[src/rtl/cla_pkg.sv]
// Shared constants and types for the registered 4-bit carry-lookahead adder.
package cla_pkg;

    localparam int CLA_WIDTH = 4;

    typedef struct packed {
        logic [CLA_WIDTH-1:0] a;
        logic [CLA_WIDTH-1:0] b;
        logic                 cin;
    } cla_ops_t;

endpackage : cla_pkg

[src/rtl/cla_4bit_core.sv]
// Combinational 4-bit lookahead carry network: every carry is a flat
// sum-of-products of the propagate/generate terms, with no ripple chain.
module cla_4bit_core
    import cla_pkg::*;
(
    input  logic [CLA_WIDTH-1:0] p,
    input  logic [CLA_WIDTH-1:0] g,
    input  logic                 cin,
    output logic [CLA_WIDTH-1:0] sum,
    output logic                 cout
);

    logic [CLA_WIDTH:0] w_c;

    assign w_c[0] = cin;
    assign w_c[1] = g[0]
                  | (p[0] & w_c[0]);
    assign w_c[2] = g[1]
                  | (p[1] & g[0])
                  | (p[1] & p[0] & w_c[0]);
    assign w_c[3] = g[2]
                  | (p[2] & g[1])
                  | (p[2] & p[1] & g[0])
                  | (p[2] & p[1] & p[0] & w_c[0]);
    assign w_c[4] = g[3]
                  | (p[3] & g[2])
                  | (p[3] & p[2] & g[1])
                  | (p[3] & p[2] & p[1] & g[0])
                  | (p[3] & p[2] & p[1] & p[0] & w_c[0]);

    assign sum  = p ^ w_c[CLA_WIDTH-1:0];
    assign cout = w_c[CLA_WIDTH];

endmodule : cla_4bit_core

[src/rtl/carry_lookahead_adder_4bit.sv]
// Two-stage registered 4-bit carry-lookahead adder with a done flag that
// confirms the registered result belongs to the operands now held at stage 1.
module carry_lookahead_adder_4bit
    import cla_pkg::*;
(
    input  logic                 clk,
    input  logic                 rst_n,
    input  logic [CLA_WIDTH-1:0] a,
    input  logic [CLA_WIDTH-1:0] b,
    input  logic                 carry_in,
    output logic [CLA_WIDTH-1:0] partial_sum,
    output logic                 carry_out,
    output logic                 done
);

    cla_ops_t             r_s1_ops;
    logic [CLA_WIDTH-1:0] r_s1_p;
    logic [CLA_WIDTH-1:0] r_s1_g;
    logic                 r_s1_valid;

    cla_ops_t             r_s2_ops;
    logic [CLA_WIDTH-1:0] r_s2_sum;
    logic                 r_s2_cout;
    logic                 r_s2_valid;

    logic [CLA_WIDTH-1:0] w_sum;
    logic                 w_cout;

    // NOTE: sequential state uses non-blocking assignments so every register
    // samples pre-edge values; blocking here would collapse the two stages.
    always_ff @(posedge clk or negedge rst_n) begin
        if (!rst_n) begin
            r_s1_ops   <= '0;
            r_s1_p     <= '0;
            r_s1_g     <= '0;
            r_s1_valid <= 1'b0;
        end else begin
            r_s1_ops   <= '{a: a, b: b, cin: carry_in};
            r_s1_p     <= a ^ b;
            r_s1_g     <= a & b;
            r_s1_valid <= 1'b1;
        end
    end

    cla_4bit_core u_core (
        .p    (r_s1_p),
        .g    (r_s1_g),
        .cin  (r_s1_ops.cin),
        .sum  (w_sum),
        .cout (w_cout)
    );

    always_ff @(posedge clk or negedge rst_n) begin
        if (!rst_n) begin
            r_s2_ops   <= '0;
            r_s2_sum   <= '0;
            r_s2_cout  <= 1'b0;
            r_s2_valid <= 1'b0;
        end else begin
            r_s2_ops   <= r_s1_ops;
            r_s2_sum   <= w_sum;
            r_s2_cout  <= w_cout;
            r_s2_valid <= r_s1_valid;
        end
    end

    assign partial_sum = r_s2_sum;
    assign carry_out   = r_s2_cout;
    // Register-to-register compare only, so done has no path from the inputs.
    assign done        = r_s2_valid && (r_s2_ops == r_s1_ops);

endmodule : carry_lookahead_adder_4bit

[config.mk]
export PLATFORM = sky130hd
export DESIGN_NAME = carry_lookahead_adder_4bit
export DESIGN_NICKNAME = d
export VERILOG_FILES = /design/src/rtl/cla_pkg.sv /design/src/rtl/cla_4bit_core.sv /design/src/rtl/carry_lookahead_adder_4bit.sv
export SDC_FILE = /design/constraint.sdc
export NUM_CORES = 1
export LEC_CHECK = 0
export CAP_MARGIN = 10
export CORE_ASPECT_RATIO = 0.7
export CORE_MARGIN = 2
export CORE_UTILIZATION = 30
export CTS_CLUSTER_DIAMETER = 100
export DETAILED_ROUTE_END_ITERATION = 8
export GPL_TIMING_DRIVEN = 0
export PLACE_DENSITY = 0.6
export SLEW_MARGIN = 20
export SYNTH_ARGS = -nofsm -noshare
export SYNTH_HDL_FRONTEND = slang
export SYNTH_SLANG_ARGS = --single-unit
[constraint.sdc]
create_clock -name clk -period 1.35 [get_ports clk]
set_clock_uncertainty 0.05 [all_clocks]
set_input_delay 0.135 -clock clk [delete_from_list [all_inputs] [get_ports clk]]
set_output_delay 0.135 -clock clk [all_outputs]
set_load 0.1 [all_outputs]
==> run summary, run 1 <==
Pin count of the biggest net entering global routing = 34
Clk pin slew, worst setup/hold paths = 0.06 ns
Post-Route WL = 1480 µm
Required @ worst endpoint = 1.16 ns
Final Max Tran Viols = 0
Synthesis warning total = 0
Die height = 54.1 µm
Detail-routed via count per cell = 3.91
CP max stage delay = 0.42 ns
Critical Path Sink Type = output port
Outcome = finished, violations left
Port Buf Inserts = 16
WL/cell = 10.7 µm
Clock latency on the worst-skew pair = 0.27 ns
Peak VDD IR = 572 µV
Pwr/cell area = 1500 nW/µm²
DRT iter0 DRCs = 15
Post-Syn Instances = 62
Post-DP HPWL = 1030 µm
Critical path's top delay family = flip-flops
FMAX = 622 MHz
Die Width = 75.6 µm
Clock Path Buffers = 2
Final hold violation count = 0
I/O pin count = 17
Final GP Congestion = 0.718
1st-pass router iterations = 2
Num CTS Buffers = 5
CP Buf/Inv Count = 1
Diode count = 0
Fin Hold WS = 0.261 ns
CTS tree = done
Number of global-route vias before repair = 553
Slowest CP cell = dfrtp_2
Gr usage total = 9.70%
Slew margin rel. = 53.4%
Setup_tns = -0.258 ns
Netlist Area Pre-Place = 1080 µm²
Crit-path max FO = 3
DRT antenna net count = 0
Period utilisation layout = 119%
CP Depth = 4
Crit path kind = register to output port
Fraction of layout cells with a size suffix above 1 = 26.1%
Core ar. = 3470 µm²
Area added between synthesis and finish = 32.0%
Leak = 0.634 nW
Setup violators final = 1
Type of origin of the critical path = register
RSZ-0062 raised after global routing = true
Syn Area/Cell = 17.4 µm²
Worst Hold Path Cells = 1
H-tree levels = 2
Reg2reg path depth = 4
Post-Synthesis Net Count = 78
Slew @ Worst Pin = 0.698 ns
Final Instance Area = 1420 µm²
CTS root buf = clkbuf_8
Critical Path, Cell by Cell = xnor2_1 -> nand4_1 -> nor3_4 -> buf_12
First-pass GRT wire length = 2580 µm
Initial antenna violation count = 0
Filler instances = 346
Placement Cell Area = 1310 µm²
Nets = 105
Fin crit period = 1.61 ns
GR Overflow Total = 0
Register area share after synthesis = 76.7%
Final Power = 0.00213 W
Residual DRC = 0
Critical Path AT = 1.42 ns
Initial Util = 31.0%
Synth cell types = 15
Worst Setup Slack, final = -0.258 ns
Cell row count = 18
Clk sink count = 33
#FFs+latches synth = 33
HP Class = input port to register
Via count = 539
Die area = 4090 µm²
Violated checks = negative setup slack
Max Cap Viol = 0
## repair_timing
item	CTS	global route
hold buffers	1	0
buffers inserted	0	3
endpoints found under the hold margin	33	0
endpoints found under the setup margin	6	6
resized for setup	25	8
pin swaps	3	6
## worst paths after layout
kind / start / to / slack, ns
worst max-delay path: r_s1_ops[0] / done / -0.26
worst min-delay path: carry_in / r_s1_ops[0] / 0.26
worst max register to register: r_s1_ops[0] / carry_out / 0.07
worst min register to register: r_s1_valid / r_s2_valid / 0.30
max in group asynchronous: rst_n / r_s1_ops[0] / 0.36
min in group asynchronous: rst_n / r_s2_ops[3] / 0.39
## metrics by stage
stage                     setup WS [ns]  cells  utilization (%)
after CTS                        -0.316    135             40.5
after detailed placement         -0.920    128             37.6
after global placement           -0.905    128             37.8
after global routing             -0.364    138             40.9
final                            -0.258    138             40.9
after floorplan                  -0.310     62                -
## cell usage in the layout (no fill, tap or decap), types with 2 or more instances in the layout
cell type | Yosys | layout
clkdlybuf4s50_1 | 0 | 9
dfrtp_1 | 33 | 32
clkdlybuf4s18_2 | 0 | 3
ha_1 | 5 | 5
clkbuf_8 | 0 | 5
xnor2_1 | 11 | 10
buf_2 | 0 | 3
buf_4 | 0 | 3
nand4_1 | 2 | 2
## layout make-up
class,count,area (µm²),area share (%)
clock buffer,5,68.8,4.85
clock inverter,1,5.00,0.352
multi-input combinational,29,269,18.9
sequential,33,827,58.2
tap,50,62.6,4.41
timing repair buffer,20,188,13.2
## Yosys cell counts
cell      instances  share of area, %
a211oi_2          1               1.2
a21o_1            1              0.70
a21o_2            1              0.81
a21oi_2           1              0.81
conb_1            1              0.35
dfrtp_1          33                77
ha_1              5               5.8
nand2_1           1              0.35
nand4_1           2               1.2
nor2_1            1              0.35
nor3_1            1              0.46
o21ai_0           1              0.46
o21bai_2          1               1.0
xnor2_1          11               9.0
xor2_1            1              0.81
## power by group
group	internal, W	switching, W	leakage [nW]	total (W)
logic	0.000112	0.000275	0.206	0.000387
registers	0.00106	0.0000370	0.389	0.00110
clock network	0.000338	0.000308	0.0399	0.000646
## per-layer routing
metal | GRT usage [%] | share of wire, % | vias up
li1 | - | - | 254
met1 | 11.6 | 50 | 266
met2 | 12.5 | 40 | 15
met3 | 6.18 | 8.2 | 4
met4 | 7.02 | 2.0 | 0
met5 | 0 | 0 | -
## state kept, by name, indices dropped and copies added (netlist names)
name and flops:
carry_out 1, partial_sum 4, r_s1_g 4, r_s1_ops 9, r_s1_p 4, r_s1_valid 1
r_s2_ops 9, r_s2_valid 1
## logic make-up (layout without fill, tap and decap cells)
family                   after synthesis  count (layout)  share of synthesized area (%)
AO/OA/AOI/OAI                          6               6                           5.00
XOR/XNOR                              12              12                           9.77
flip-flops                            33              33                           76.7
other                                  1               1                          0.349
AND/OR/NAND/NOR                        5               5                           2.32
adder cells (fa/ha/maj)                5               5                           5.81
buffers and inverters                  0              26                              0
Note: power is estimated with default switching activity, not from simulation.
==> run 2: changes to the inputs <==
Settings changed: CORE_UTILIZATION 30 to 35, CTS_BUF_LIST set to sky130_fd_sc_hd__clkbuf_8, PLACE_DENSITY 0.6 to 0.66.
==> run 2 against run 1 <==
First-iteration DRC count decreased by 40%. The run still ends with negative setup slack left. Hold slack improved by 0.0031 ns. Non-clock buffer count shrank 3. Highest routed layer is now met3. Critical endpoint unchanged. Final area decreased by 1.9%. Register-to-register slack better by 0.13 ns. Largest cell class unchanged. Die area down 13%. Combinational power shrank 3%. Clock power increased by 8.2%.
==> run summary, run 2 (synthesized netlist as in run 1, its figures left out) <==
Leak = 0.629 nW
Setup violators final = 1
HP Class = input port to register
Via count = 518
Setup_tns = -0.247 ns
Fraction of layout cells with a size suffix above 1 = 23.3%
Filler instances = 249
I/O pin count = 17
Port Buf Inserts = 16
Area added between synthesis and finish = 29.4%
DRT antenna net count = 0
Period utilisation layout = 118%
Detail-routed via count per cell = 4.25
GR Overflow Total = 0
Required @ worst endpoint = 1.16 ns
Max Cap Viol = 0
Die height = 50.4 µm
Slew @ Worst Pin = 0.696 ns
Crit path kind = register to output port
Outcome = finished, violations left
RSZ-0062 raised after global routing = true
Peak VDD IR = 734 µV
Clk sink count = 33
Diode count = 0
Type of origin of the critical path = register
Final Instance Area = 1390 µm²
Clock Path Buffers = 2
Post-DP HPWL = 997 µm
Final GP Congestion = 0.697
Critical Path AT = 1.41 ns
Fin Hold WS = 0.265 ns
Violated checks = negative setup slack
Clk pin slew, worst setup/hold paths = 0.06 ns
Number of global-route vias before repair = 560
Placed cells = 114
Gr usage total = 9.81%
Post-Route WL = 1450 µm
Crit-path max FO = 2
Residual DRC = 0
Pin count of the biggest net entering global routing = 34
Critical Path, Cell by Cell = xnor2_1 -> nand4_1 -> nor3_4 -> buf_12
H-tree levels = 2
Initial antenna violation count = 0
CP max stage delay = 0.40 ns
Placement Cell Area = 1290 µm²
Fin crit period = 1.60 ns
WL/cell = 11.9 µm
Most frequent cells in the layout = dfrtp_1, xnor2_1, clkdlybuf4s50_1
Initial Util = 37.6%
Slowest CP cell = dfrtp_1
Fin cells = 122
Most common cell after layout, fill and taps aside = dfrtp_1
Die area = 3540 µm²
Slew margin rel. = 53.6%
Die Width = 70.3 µm
CTS root buf = clkbuf_8
Num CTS Buffers = 5
Cell row count = 16
FMAX = 626 MHz
Worst Setup Slack, final = -0.247 ns
DRT iter0 DRCs = 9
1st-pass router iterations = 3
Core ar. = 2860 µm²
Nets = 102
Final hold violation count = 0
Clock latency on the worst-skew pair = 0.27 ns
Final Max Tran Viols = 0
Critical Path Sink Type = output port
Pwr/cell area = 1570 nW/µm²
First-pass GRT wire length = 2540 µm
Largest regs = r_s1_ops (9), r_s2_ops (9)
CTS tree = done
[run 2: cell count changes in the layout (fill, tap and decap cells not counted), sizes merged]
cell,change
buf,-3
clkbuf,+1
clkinv,-1
inv,+1
[run 2: routing by layer]
metal | vias to the layer above | track usage, % | share of wire [%]
li1 | 248 | - | -
met1 | 262 | 13.4 | 50
met2 | 8 | 13.1 | 45
met3 | 0 | 4.62 | 4.6
met4 | 0 | 4.81 | 0
met5 | - | 0 | 0
[run 2: layout make-up]
class	instances	area [µm²]	area share, %
Sequential cell	33	827	59.4
Timing Repair Buffer	17	165	11.9
Tap cell	36	45.0	3.23
Clock buffer	6	82.6	5.93
Multi-Input combinational cell	29	269	19.3
Clock inverter	1	3.75	0.270
[run 2: where the power goes]
part           leakage, nW  internal, W  switching, W
registers            0.389      0.00106     0.0000396
logic                0.191     0.000107      0.000270
clock network       0.0485     0.000396      0.000304
[run 2: path summary, 6_finish.rpt]
kind / start / to / slack [ns] / cells after the start
hold reg to reg: r_s1_valid / r_s2_valid / 0.30 / 0
setup / recovery: r_s1_ops[8] / done / -0.25 / 4
max in group asynchronous: rst_n / r_s1_ops[0] / 0.36 / 2
hold / removal: carry_in / r_s1_ops[0] / 0.26 / 1
setup reg to reg: r_s1_ops[0] / carry_out / 0.20 / 3
min in group asynchronous: rst_n / r_s1_ops[5] / 0.40 / 2
[run 2: repair_timing]
| item | 4_1_cts | 5_1_grt |
|---|---|---|
| hold buffers | 1 | 0 |
| hold endpoints to repair | 33 | 0 |
| buffers inserted | 0 | 0 |
| pin swaps | 3 | 0 |
| gates resized for setup | 25 | 8 |
| setup endpoints to repair | 6 | 6 |
[run 2: metrics by stage]
stage	utilization, %	power (W)	setup slack [ns]
2_1_floorplan	-	0.00139	-0.310
3_3_place_gp	45.1	0.00151	-0.901
3_5_place_dp	45.0	0.00151	-0.927
4_1_cts	49.0	0.00222	-0.285
5_1_grt	48.6	0.00228	-0.332
6_report	48.6	0.00218	-0.247
[run 2: worst max-delay path, delay by kind of cell (launching register included)]
family | cells | cell delay (ns)
xor gates and xnor gates | 1 | 0.15
buffers and inverters | 1 | 0.20
DFF | 1 | 0.40
and+or+nand+nor | 2 | 0.40
==> run 3: changes to the inputs <==
Clock period 1.35 ns to 1.8 ns, I/O delays scaled along.
==> run 3 against run 2 <==
The run now ends clean. Worst setup slack better by 0.36 ns. Critical path depth fell by 3. Clock-buffer cell count fell by 1. Sequential power decreased by 25%. Via count shrank 0.58%.
==> run summary, run 3 (synthesized netlist as in run 1, its figures left out) <==
CTS tree = done
Outcome = finished, final reports clean
Critical Path Sink Type = output port
GR Overflow Total = 0
Clock Path Buffers = 2
FMAX = 592 MHz
Fin crit period = 1.69 ns
Post-Route WL = 1460 µm
Num CTS Buffers = 5
WL/cell = 11.9 µm
Largest regs = r_s1_ops (9), r_s2_ops (9)
Initial Util = 37.6%
Die Width = 70.3 µm
Required @ worst endpoint = 1.57 ns
Critical Path, Cell by Cell = dlygate4sd2_1
Gr usage total = 10.3%
1st-pass router iterations = 2
Clk sink count = 33
Final Max Tran Viols = 0
Slowest CP cell = dlygate4sd2_1
Area added between synthesis and finish = 28.7%
Critical Path AT = 1.46 ns
Fraction of layout cells with a size suffix above 1 = 17.2%
Via count = 515
Setup_tns = 0 ns
Leak = 0.627 nW
Final hold violation count = 0
Critical path's top delay family = buffers and inverters
Pin count of the biggest net entering global routing = 34
Pwr/cell area = 1160 nW/µm²
Port Buf Inserts = 16
Peak VDD IR = 580 µV
Diode count = 0
Worst r2r src = r_s1_ops[0]
Fin cells = 123
Detail-routed via count per cell = 4.19
CP max stage delay = 0.85 ns
RR Endpoint = carry_out
Storage cell area = 827 µm²
Clk pin slew, worst setup/hold paths = 0.06 ns
Clock latency on the worst-skew pair = 0.27 ns
Core ar. = 2860 µm²
Crit-path max FO = 1
Final GP Congestion = 0.715
H-tree levels = 2
Slew @ Worst Pin = 0.961 ns
CP Depth = 1
Crit path to = partial_sum[3]
Setup violators final = 0
CTS root buf = clkbuf_8
Reg2Reg Setup Slack = 0.65 ns
CP Buf/Inv Count = 1
Worst Hold Path Cells = 0
Max Cap Viol = 0
HP Class = register to register
Filler instances = 252
I/O pin count = 17
Nets = 102
DRT iter0 DRCs = 1
Residual DRC = 0
Placed cells = 114
Period utilisation layout = 93.8%
Slew margin rel. = 36.2%
Finished Core Util = 48.4%
Type of origin of the critical path = register
Number of global-route vias before repair = 580
Most frequent cells in the layout = dfrtp_1, xnor2_1, clkdlybuf4s50_1
Reg2reg path depth = 3
RSZ-0062 raised after global routing = false
Initial antenna violation count = 0
Die area = 3540 µm²
Most common cell after layout, fill and taps aside = dfrtp_1
Area of the multi-input gates = 262 µm²
Crit path kind = register to output port
DRT antenna net count = 0
Crit path from = partial_sum[3]
First-pass GRT wire length = 2610 µm
Cell row count = 16
Die height = 50.4 µm
[run 3: power by group]
group,total (W),switching [W],internal (W)
sequential,0.000828,0.0000293,0.000799
clock,0.000496,0.000234,0.000261
combinational,0.000277,0.000203,0.0000734
total,0.00160,0.000467,0.00113
[run 3: worst min-delay path by stage]
stage | start | to | slack (ns)
after floorplan | rst_n | carry_out | -0.17
after global placement | r_s1_valid | r_s2_valid | 0.28
after detailed placement | rst_n | r_s2_valid | 0.21
after CTS | r_s1_valid | r_s2_valid | 0.31
after global routing | r_s1_valid | r_s2_valid | 0.31
final | r_s1_valid | r_s2_valid | 0.31
[run 3: cell type report]
type | count | share of cell area (%)
tap | 36 | 3.25
sequential | 33 | 59.7
clock buffer | 5 | 4.97
timing repair buffer | 17 | 12.2
multi-input combinational | 29 | 18.9
clock inverter | 3 | 0.994
[run 3: metrics by stage]
stage / worst slack [ns] / area (µm²) / total power (W) / hold slack, ns
detailed placement: -0.555 / 1290 / 0.00114 / 0.210
CTS: 0.0249 / 1380 / 0.00162 / 0.306
floorplan: 0.0462 / 1090 / 0.00104 / -0.166
global placement: -0.534 / 1290 / 0.00113 / 0.284
global route: 0.0328 / 1390 / 0.00169 / 0.313
finish: 0.112 / 1390 / 0.00160 / 0.307
[run 3: metal layers]
metal  track usage (%)  vias up  part of all wire (%)
met5                 0        -                     0
met4              5.77        0                   1.4
met3              4.42        2                   4.5
met2              14.5        9                    46
met1              13.4      253                    48
li1                  -      251                     -
[run 3: timing repair]
| item | in CTS | in global routing |
|---|---|---|
| hold buffers | 1 | 0 |
| resized for setup | 12 | 3 |
| endpoints found under the setup margin | 6 | 1 |
| setup buffers | 0 | 0 |
| pin swaps | 0 | 2 |
| endpoints found under the hold margin | 33 | 0 |
